## src/rtl/i2s_stereo_receiver_if.sv

```systemverilog
`default_nettype none
// ============================================================================
// Module   : i2s_stereo_receiver_if
// Brief    : Serial pins, error control and sample outputs of the I2S receiver.
// Revision : 1.0  initial release
// ============================================================================
interface i2s_stereo_receiver_if #(
    parameter int DATA_W = 16
);
    logic              word_select;
    logic              sound_data;
    logic              clear_error;
    logic [DATA_W-1:0] left_sample;
    logic [DATA_W-1:0] right_sample;
    logic              sample_valid;
    logic              locked;
    logic              sync_error;

    modport master (
        output word_select, sound_data, clear_error,
        input  left_sample, right_sample, sample_valid, locked, sync_error
    );

    modport slave (
        input  word_select, sound_data, clear_error,
        output left_sample, right_sample, sample_valid, locked, sync_error
    );
endinterface
`default_nettype wire

```

## src/rtl/i2s_stereo_receiver.sv

```systemverilog
`default_nettype none
// ============================================================================
// Module   : i2s_stereo_receiver
// Brief    : Stereo I2S deserialiser with slot-length checking and self-resync.
// Revision : 1.0  initial release
// ============================================================================
module i2s_stereo_receiver #(
    parameter int DATA_W  = 16,
    parameter int SLOT_W  = 32,
    parameter bit LEFT_WS = 1'b0
) (
    input  wire                  serial_clk,
    input  wire                  reset,
    i2s_stereo_receiver_if.slave bus
);

    localparam int                 c_CNT_W    = $clog2(SLOT_W + 1);
    localparam logic [c_CNT_W-1:0] c_LAST     = c_CNT_W'(SLOT_W - 1);
    localparam logic [c_CNT_W-1:0] c_SLOT     = c_CNT_W'(SLOT_W);
    localparam logic [c_CNT_W-1:0] c_DATA_CNT = c_CNT_W'(DATA_W);
    localparam logic [c_CNT_W-1:0] c_CNT_ONE  = c_CNT_W'(1);

    localparam logic [0:0] c_ST_SEARCH  = 1'b0;
    localparam logic [0:0] c_ST_RECEIVE = 1'b1;

    logic [0:0]         r_state;
    logic [0:0]         w_state_nxt;
    logic               r_prev_ws;
    logic [c_CNT_W-1:0] r_bit_cnt;
    logic [DATA_W-1:0]  r_shift;
    logic [DATA_W-1:0]  r_left_hold;
    logic               r_left_ok;
    logic [DATA_W-1:0]  r_left_sample;
    logic [DATA_W-1:0]  r_right_sample;
    logic               r_sample_valid;
    logic               r_sync_error;

    logic [DATA_W-1:0]  w_shift_in;
    logic [DATA_W-1:0]  w_word;
    logic               w_edge;
    logic               w_left_slot;
    logic               w_store_left;
    logic               w_commit;
    logic               w_err_set;
    logic               w_left_ok_nxt;

    if (DATA_W > 1) begin : g_shift_wide
        assign w_shift_in = {r_shift[DATA_W-2:0], bus.sound_data};
    end else begin : g_shift_single
        assign w_shift_in = bus.sound_data;
    end

    assign w_edge      = (bus.word_select != r_prev_ws);
    assign w_left_slot = (r_prev_ws == LEFT_WS);
    // When the slot is exactly DATA_W long, its LSB arrives on the edge cycle itself.
    assign w_word      = (r_bit_cnt < c_DATA_CNT) ? w_shift_in : r_shift;

    always_ff @(posedge serial_clk or negedge reset) begin
        if (!reset) begin
            r_state <= c_ST_SEARCH;
        end else begin
            r_state <= w_state_nxt;
        end
    end

    always_comb begin
        w_state_nxt   = r_state;
        w_store_left  = 1'b0;
        w_commit      = 1'b0;
        w_err_set     = 1'b0;
        w_left_ok_nxt = r_left_ok;
        case (r_state)
            c_ST_SEARCH: begin
                if (w_edge) begin
                    w_state_nxt = c_ST_RECEIVE;
                end
            end
            c_ST_RECEIVE: begin
                if (w_edge) begin
                    if (r_bit_cnt == c_LAST) begin
                        if (w_left_slot) begin
                            w_store_left  = 1'b1;
                            w_left_ok_nxt = 1'b1;
                        end else if (r_left_ok) begin
                            w_commit      = 1'b1;
                            w_left_ok_nxt = 1'b0;
                        end
                    end else begin
                        // Wrong slot length: flag it and restart counting from this edge.
                        w_err_set     = 1'b1;
                        w_left_ok_nxt = 1'b0;
                    end
                end else if (r_bit_cnt == c_LAST) begin
                    w_err_set     = 1'b1;
                    w_left_ok_nxt = 1'b0;
                    w_state_nxt   = c_ST_SEARCH;
                end
            end
            default: begin
                w_state_nxt = c_ST_SEARCH;
            end
        endcase
    end

    always_ff @(posedge serial_clk or negedge reset) begin
        if (!reset) begin
            r_prev_ws      <= 1'b0;
            r_bit_cnt      <= '0;
            r_shift        <= '0;
            r_left_hold    <= '0;
            r_left_ok      <= 1'b0;
            r_left_sample  <= '0;
            r_right_sample <= '0;
            r_sample_valid <= 1'b0;
            r_sync_error   <= 1'b0;
        end else begin
            r_prev_ws <= bus.word_select;
            if (w_edge) begin
                r_bit_cnt <= '0;
            end else if (r_bit_cnt != c_SLOT) begin
                r_bit_cnt <= r_bit_cnt + c_CNT_ONE;
            end
            if (r_bit_cnt < c_DATA_CNT) begin
                r_shift <= w_shift_in;
            end
            if (w_store_left) begin
                r_left_hold <= w_word;
            end
            if (w_commit) begin
                r_left_sample  <= r_left_hold;
                r_right_sample <= w_word;
            end
            r_sample_valid <= w_commit;
            r_left_ok      <= w_left_ok_nxt;
            if (w_err_set) begin
                r_sync_error <= 1'b1;
            end else if (bus.clear_error) begin
                r_sync_error <= 1'b0;
            end
        end
    end

    assign bus.left_sample  = r_left_sample;
    assign bus.right_sample = r_right_sample;
    assign bus.sample_valid = r_sample_valid;
    assign bus.locked       = (r_state == c_ST_RECEIVE);
    assign bus.sync_error   = r_sync_error;

endmodule
`default_nettype wire

```

## src/flat_wrapper.sv

```systemverilog
// flat-port wrapper written by rule: the top's interface ports become plain ports
module i2s_stereo_receiver_flat 
#(
    parameter int DATA_W  = 16,
    parameter int SLOT_W  = 32,
    parameter bit LEFT_WS = 1'b0
)
  (serial_clk, reset, bus_word_select, bus_sound_data, bus_clear_error, bus_left_sample, bus_right_sample, bus_sample_valid, bus_locked, bus_sync_error);
  i2s_stereo_receiver_if #(.DATA_W(DATA_W)) bus_i ();
  input  wire serial_clk;
  input  wire reset;
  input wire logic [$bits(bus_i.word_select)-1:0] bus_word_select;
  input wire logic [$bits(bus_i.sound_data)-1:0] bus_sound_data;
  input wire logic [$bits(bus_i.clear_error)-1:0] bus_clear_error;
  output wire logic [$bits(bus_i.left_sample)-1:0] bus_left_sample;
  output wire logic [$bits(bus_i.right_sample)-1:0] bus_right_sample;
  output wire logic [$bits(bus_i.sample_valid)-1:0] bus_sample_valid;
  output wire logic [$bits(bus_i.locked)-1:0] bus_locked;
  output wire logic [$bits(bus_i.sync_error)-1:0] bus_sync_error;
  assign bus_i.word_select = bus_word_select;
  assign bus_i.sound_data = bus_sound_data;
  assign bus_i.clear_error = bus_clear_error;
  assign bus_left_sample = bus_i.left_sample;
  assign bus_right_sample = bus_i.right_sample;
  assign bus_sample_valid = bus_i.sample_valid;
  assign bus_locked = bus_i.locked;
  assign bus_sync_error = bus_i.sync_error;
  i2s_stereo_receiver #(.DATA_W(DATA_W), .SLOT_W(SLOT_W), .LEFT_WS(LEFT_WS)) u_core (.serial_clk(serial_clk), .reset(reset), .bus(bus_i));
endmodule
```

## config.mk

```make
export PLATFORM = sky130hd
export DESIGN_NAME = i2s_stereo_receiver_flat
export DESIGN_NICKNAME = d
export VERILOG_FILES = /design/src/rtl/i2s_stereo_receiver_if.sv /design/src/rtl/i2s_stereo_receiver.sv /design/src/flat_wrapper.sv
export SDC_FILE = /design/constraint.sdc
export NUM_CORES = 1
export LEC_CHECK = 0
export ABC_AREA = 0
export CAP_MARGIN = 20
export CORE_UTILIZATION = 50
export DETAILED_ROUTE_END_ITERATION = 6
export GPL_TIMING_DRIVEN = 0
export PLACE_DENSITY = 0.74
export SYNTH_ARGS = -nofsm -noshare
export SYNTH_HDL_FRONTEND = slang
export SYNTH_SLANG_ARGS = --single-unit
```

## constraint.sdc

```tcl
create_clock -name serial_clk -period 1.85 [get_ports serial_clk]
set_input_delay 0.4625 -clock serial_clk [delete_from_list [all_inputs] [get_ports serial_clk]]
set_output_delay 0.4625 -clock serial_clk [all_outputs]
set_load 0.005 [all_outputs]
```

==> results.toml <==
[detailed_routing]
dr_total_vias = 1705
first_iter_violations = 74
drc = 0
finalWirelength_mm = 5.17
avgRoutedWirePerCell_um = 15.8
count_of_antenna_violating_nets_left_after_detailed_routing = 0
drt_pre_antenna_iters = 4
drt-vias-per-instance = 5.20

[finish]
design_area_sq_um = 3860
fin_util_pct = 68.4
count_of_placed_standard_cells_in_the_final_layout_fillers_left_out = 328
antenna-diode-count = 0
syn2layout_area_growth_pct = 28.1
final_net_count = 260
num-fill-cells = 396
layout-drive-gt1-share_pct = 35.2

[min_path]
timing.hold.worst.class = "in2reg"
worst_hold_path.num_cells = 1
hold_start = "bus_word_select"
timing.hold.worst_endpoint = "u_core.r_prev_ws$_DFF_PN0_"

[synth]
synthesis.area_per_instance_sq_um = 15.9
post_synth_main_area_contributors = "dfrtp_1 (62%), mux2_2 (13%), mux2_1 (6.7%)"
syn-instance-count = 189
post_synth_num_cell_types = 30
most_frequently_used_flop_master_after_synthesis = "dfrtp_1"
synth_top_cell_by_area = "dfrtp_1"
synthTopCellsByCount = "dfrtp_1 (75), mux2_2 (36), mux2_1 (18)"
synth_warnings = 0
synthesis.nets = 197
synth_area_sq_um = 3010
post-synth-top-area-fraction_pct = 62.3
synth.ff_latch_count = 75
synth_seq_area_share_pct = 62.3
synth_edf_count = 0
yosysMostFrequentCell = "dfrtp_1"
ys_async_sr_fraction_pct = 100

[power_and_ir_drop]
power_mw = 3.23
peakVddDrop_mv = 0.703
share_of_power_burned_in_combinational_logic_pct = 5.6
pwr-share-clk_pct = 41.7
share_seq_of_total_power_pct = 52.6
static-leakage-power_nw = 1.89
cellPowerDensity_nw_per_um2 = 837
switching_share_pct = 21.3
power_switching_uw = 687
cell_internal_pwr_mw = 2.54

[status]
run_status = "completed"

[global_routing]
grt_first_pass_wirelength_mm = 8.76
via_count_of_the_first_global_routing_pass = 1753
grt_remaining_overflow = 0
grt_start_max_net_pins = 63
antenna_found_initial = 0
grt_util_all_layers_pct = 18.8

[placement]
routabilityCongestion = 0.738
place_inst = 301
input_output_buffers = 39
place_hpwl_mm = 3.27
post_dp_cell_area_sq_um = 3520
place_worst_setup_slack_ns = -0.545

[clock_network]
clock_sink_count = 75
number_of_buffers_added_by_the_clock_tree_synthesis_step = 9
clk_path_buf_depth = 2
cts_root_buf = "clkbuf_8"
insertion_delay_ns = 0.33
clkTransAtPathRegs_ns = 0.07
tritoncts_clock_tree = "built"
cts.htree.levels = 3

[worst_setup_path]
worst_r2r_startpoint = "u_core.r_bit_cnt[1]$_DFFE_PN0P_"
timing.critical_path.fanout_max = 6
setup.worst_path.end_class = "register"
critical_path.reg2reg.endpoint = "u_core.bus.right_sample[14]$_DFFE_PN0P_"
r2r.worst_path.cells = 6
worst_ep_required_time_ns = 2.06
r2r_slack_ns = 0.09
startpoint = "u_core.r_bit_cnt[1]$_DFFE_PN0P_"
timing.critical_path.from_type = "register"
worst-endpoint-arrival_ns = 1.98
crit_type = "reg2reg"

[sta]
skew_ns = 0.00591
setup_tns_ns = 0
slew_headroom_pct = 70.1
fin_crit_ns = 1.76
worst_hold_slack_ns = 0.479
finalCritPeriodShare_pct = 95.2
finalWorstSetupSlack_ns = 0.0887
worst_slew_pin_slew_ns = 0.443
timing_max_transition_violations_final = 0
final-setup-viol-count = 0
achievable-frequency_ghz = 0.568
hold_viol = 0
rsz0062_at_grt = "false"

[floorplanning]
floorplan.core_area_sq_um = 5640
row_count = 27
ioPinCount = 40
floorplan.die.height_um = 79.6
initial_utilization_pct = 53.4
die_outline_area_sq_um = 6340
die_x_um = 79.6

[flow_run]
number_of_max_cap_violations = 0
[repair_timing]
| action | in CTS | in global routing |
|---|---|---|
| setup buffers | 4 | 6 |
| hold buffers | 1 | 0 |
| pin swaps | 2 | 1 |
| hold endpoints to repair | 13 | 0 |
| cloned | 1 | 0 |
| resized for setup | 4 | 4 |
| setup endpoints to repair | 41 | 17 |
[cell type report]
class,instances,area (sq um),share of cell area [%]
Buffer,6,61.3,1.59
Clock buffer,10,138,3.57
Clock inverter,5,77.6,2.01
Inverter,6,22.5,0.584
Multi-Input combinational cell,102,1080,28.1
Sequential cell,75,1880,48.7
Tap cell,72,90.1,2.34
Timing Repair Buffer,52,507,13.1
[sequential cells by signal (all words and copies together) (netlist names)]
name / cells
u_core.bus.left_sample: 16
u_core.bus.right_sample: 16
u_core.r_left_hold: 16
u_core.r_shift: 16
u_core.r_bit_cnt: 6
u_core.bus.locked: 1
u_core.bus.sample_valid: 1
u_core.bus.sync_error: 1
u_core.r_left_ok: 1
u_core.r_prev_ws: 1
[worst max-delay path, cell delays in order, from the launching register on]
cell and delay (ns):
dfrtp_2 0.42, ha_4 0.17, nand3_4 0.12, nor3_4 0.32, buf_4 0.17, buf_6 0.12
mux2_1 0.32
[worst max path at each step]
stage / to / slack, ns / depth (start not counted)
2_1_floorplan: u_core.bus.right_sample[12]$_DFFE_PN0P_ / 0.16 / 5
3_3_place_gp: u_core.bus.left_sample[4]$_DFFE_PN0P_ / -2.25 / 1
3_5_place_dp: u_core.r_left_ok$_DFFE_PN0P_ / -0.54 / 6
4_1_cts: u_core.bus.left_sample[2]$_DFFE_PN0P_ / 0.04 / 5
5_1_grt: u_core.bus.right_sample[15]$_DFFE_PN0P_ / 0.02 / 6
6_report: u_core.bus.right_sample[14]$_DFFE_PN0P_ / 0.09 / 6
[placed cells by master, fill, tap and decap left out, types with 2 or more instances in the layout]
cell type	n
dfrtp_1	74
clkdlybuf4s50_1	37
mux2_2	36
mux2_1	18
buf_4	11
mux2_4	10
clkbuf_8	10
inv_1	6
buf_6	5
nand3_1	3
o21ai_0	3
a21oi_1	3
nand2_1	3
nor3_4	2
xor2_1	2
nor2_1	2
nor3_1	2
ha_1	2
bufinv_16	2
clkinv_2	2
[per-layer routing]
layer	track usage [%]	vias to the layer above	part of all wire (%)
li1	-	793	-
met1	25.9	863	49
met2	28.1	40	46
met3	4.11	9	3.4
met4	9.64	0	1.6
met5	0	-	0
[power groups by stage]
stage	sequential (mW)	combinational, mW	clock [mW]
after CTS	1.70	0.158	1.38
after global placement	1.73	0.142	0
after global routing	1.70	0.205	1.44
after floorplan	1.72	0.0816	0
after detailed placement	1.73	0.154	0
final	1.70	0.181	1.35
[cell families (layout without fill, tap and decap cells)]
family	Yosys count	in the layout	synth area share [%]
adder cells (fa/ha/maj)	3	3	1.25
XOR/XNOR	4	4	1.16
buffers and inverters	12	79	2.78
AO/OA/AOI/OAI	9	9	1.79
AND/OR/NAND/NOR	22	22	5.49
multiplexers	64	64	25.2
flip-flops	75	75	62.3
Power figures use the tool's default switching activity.
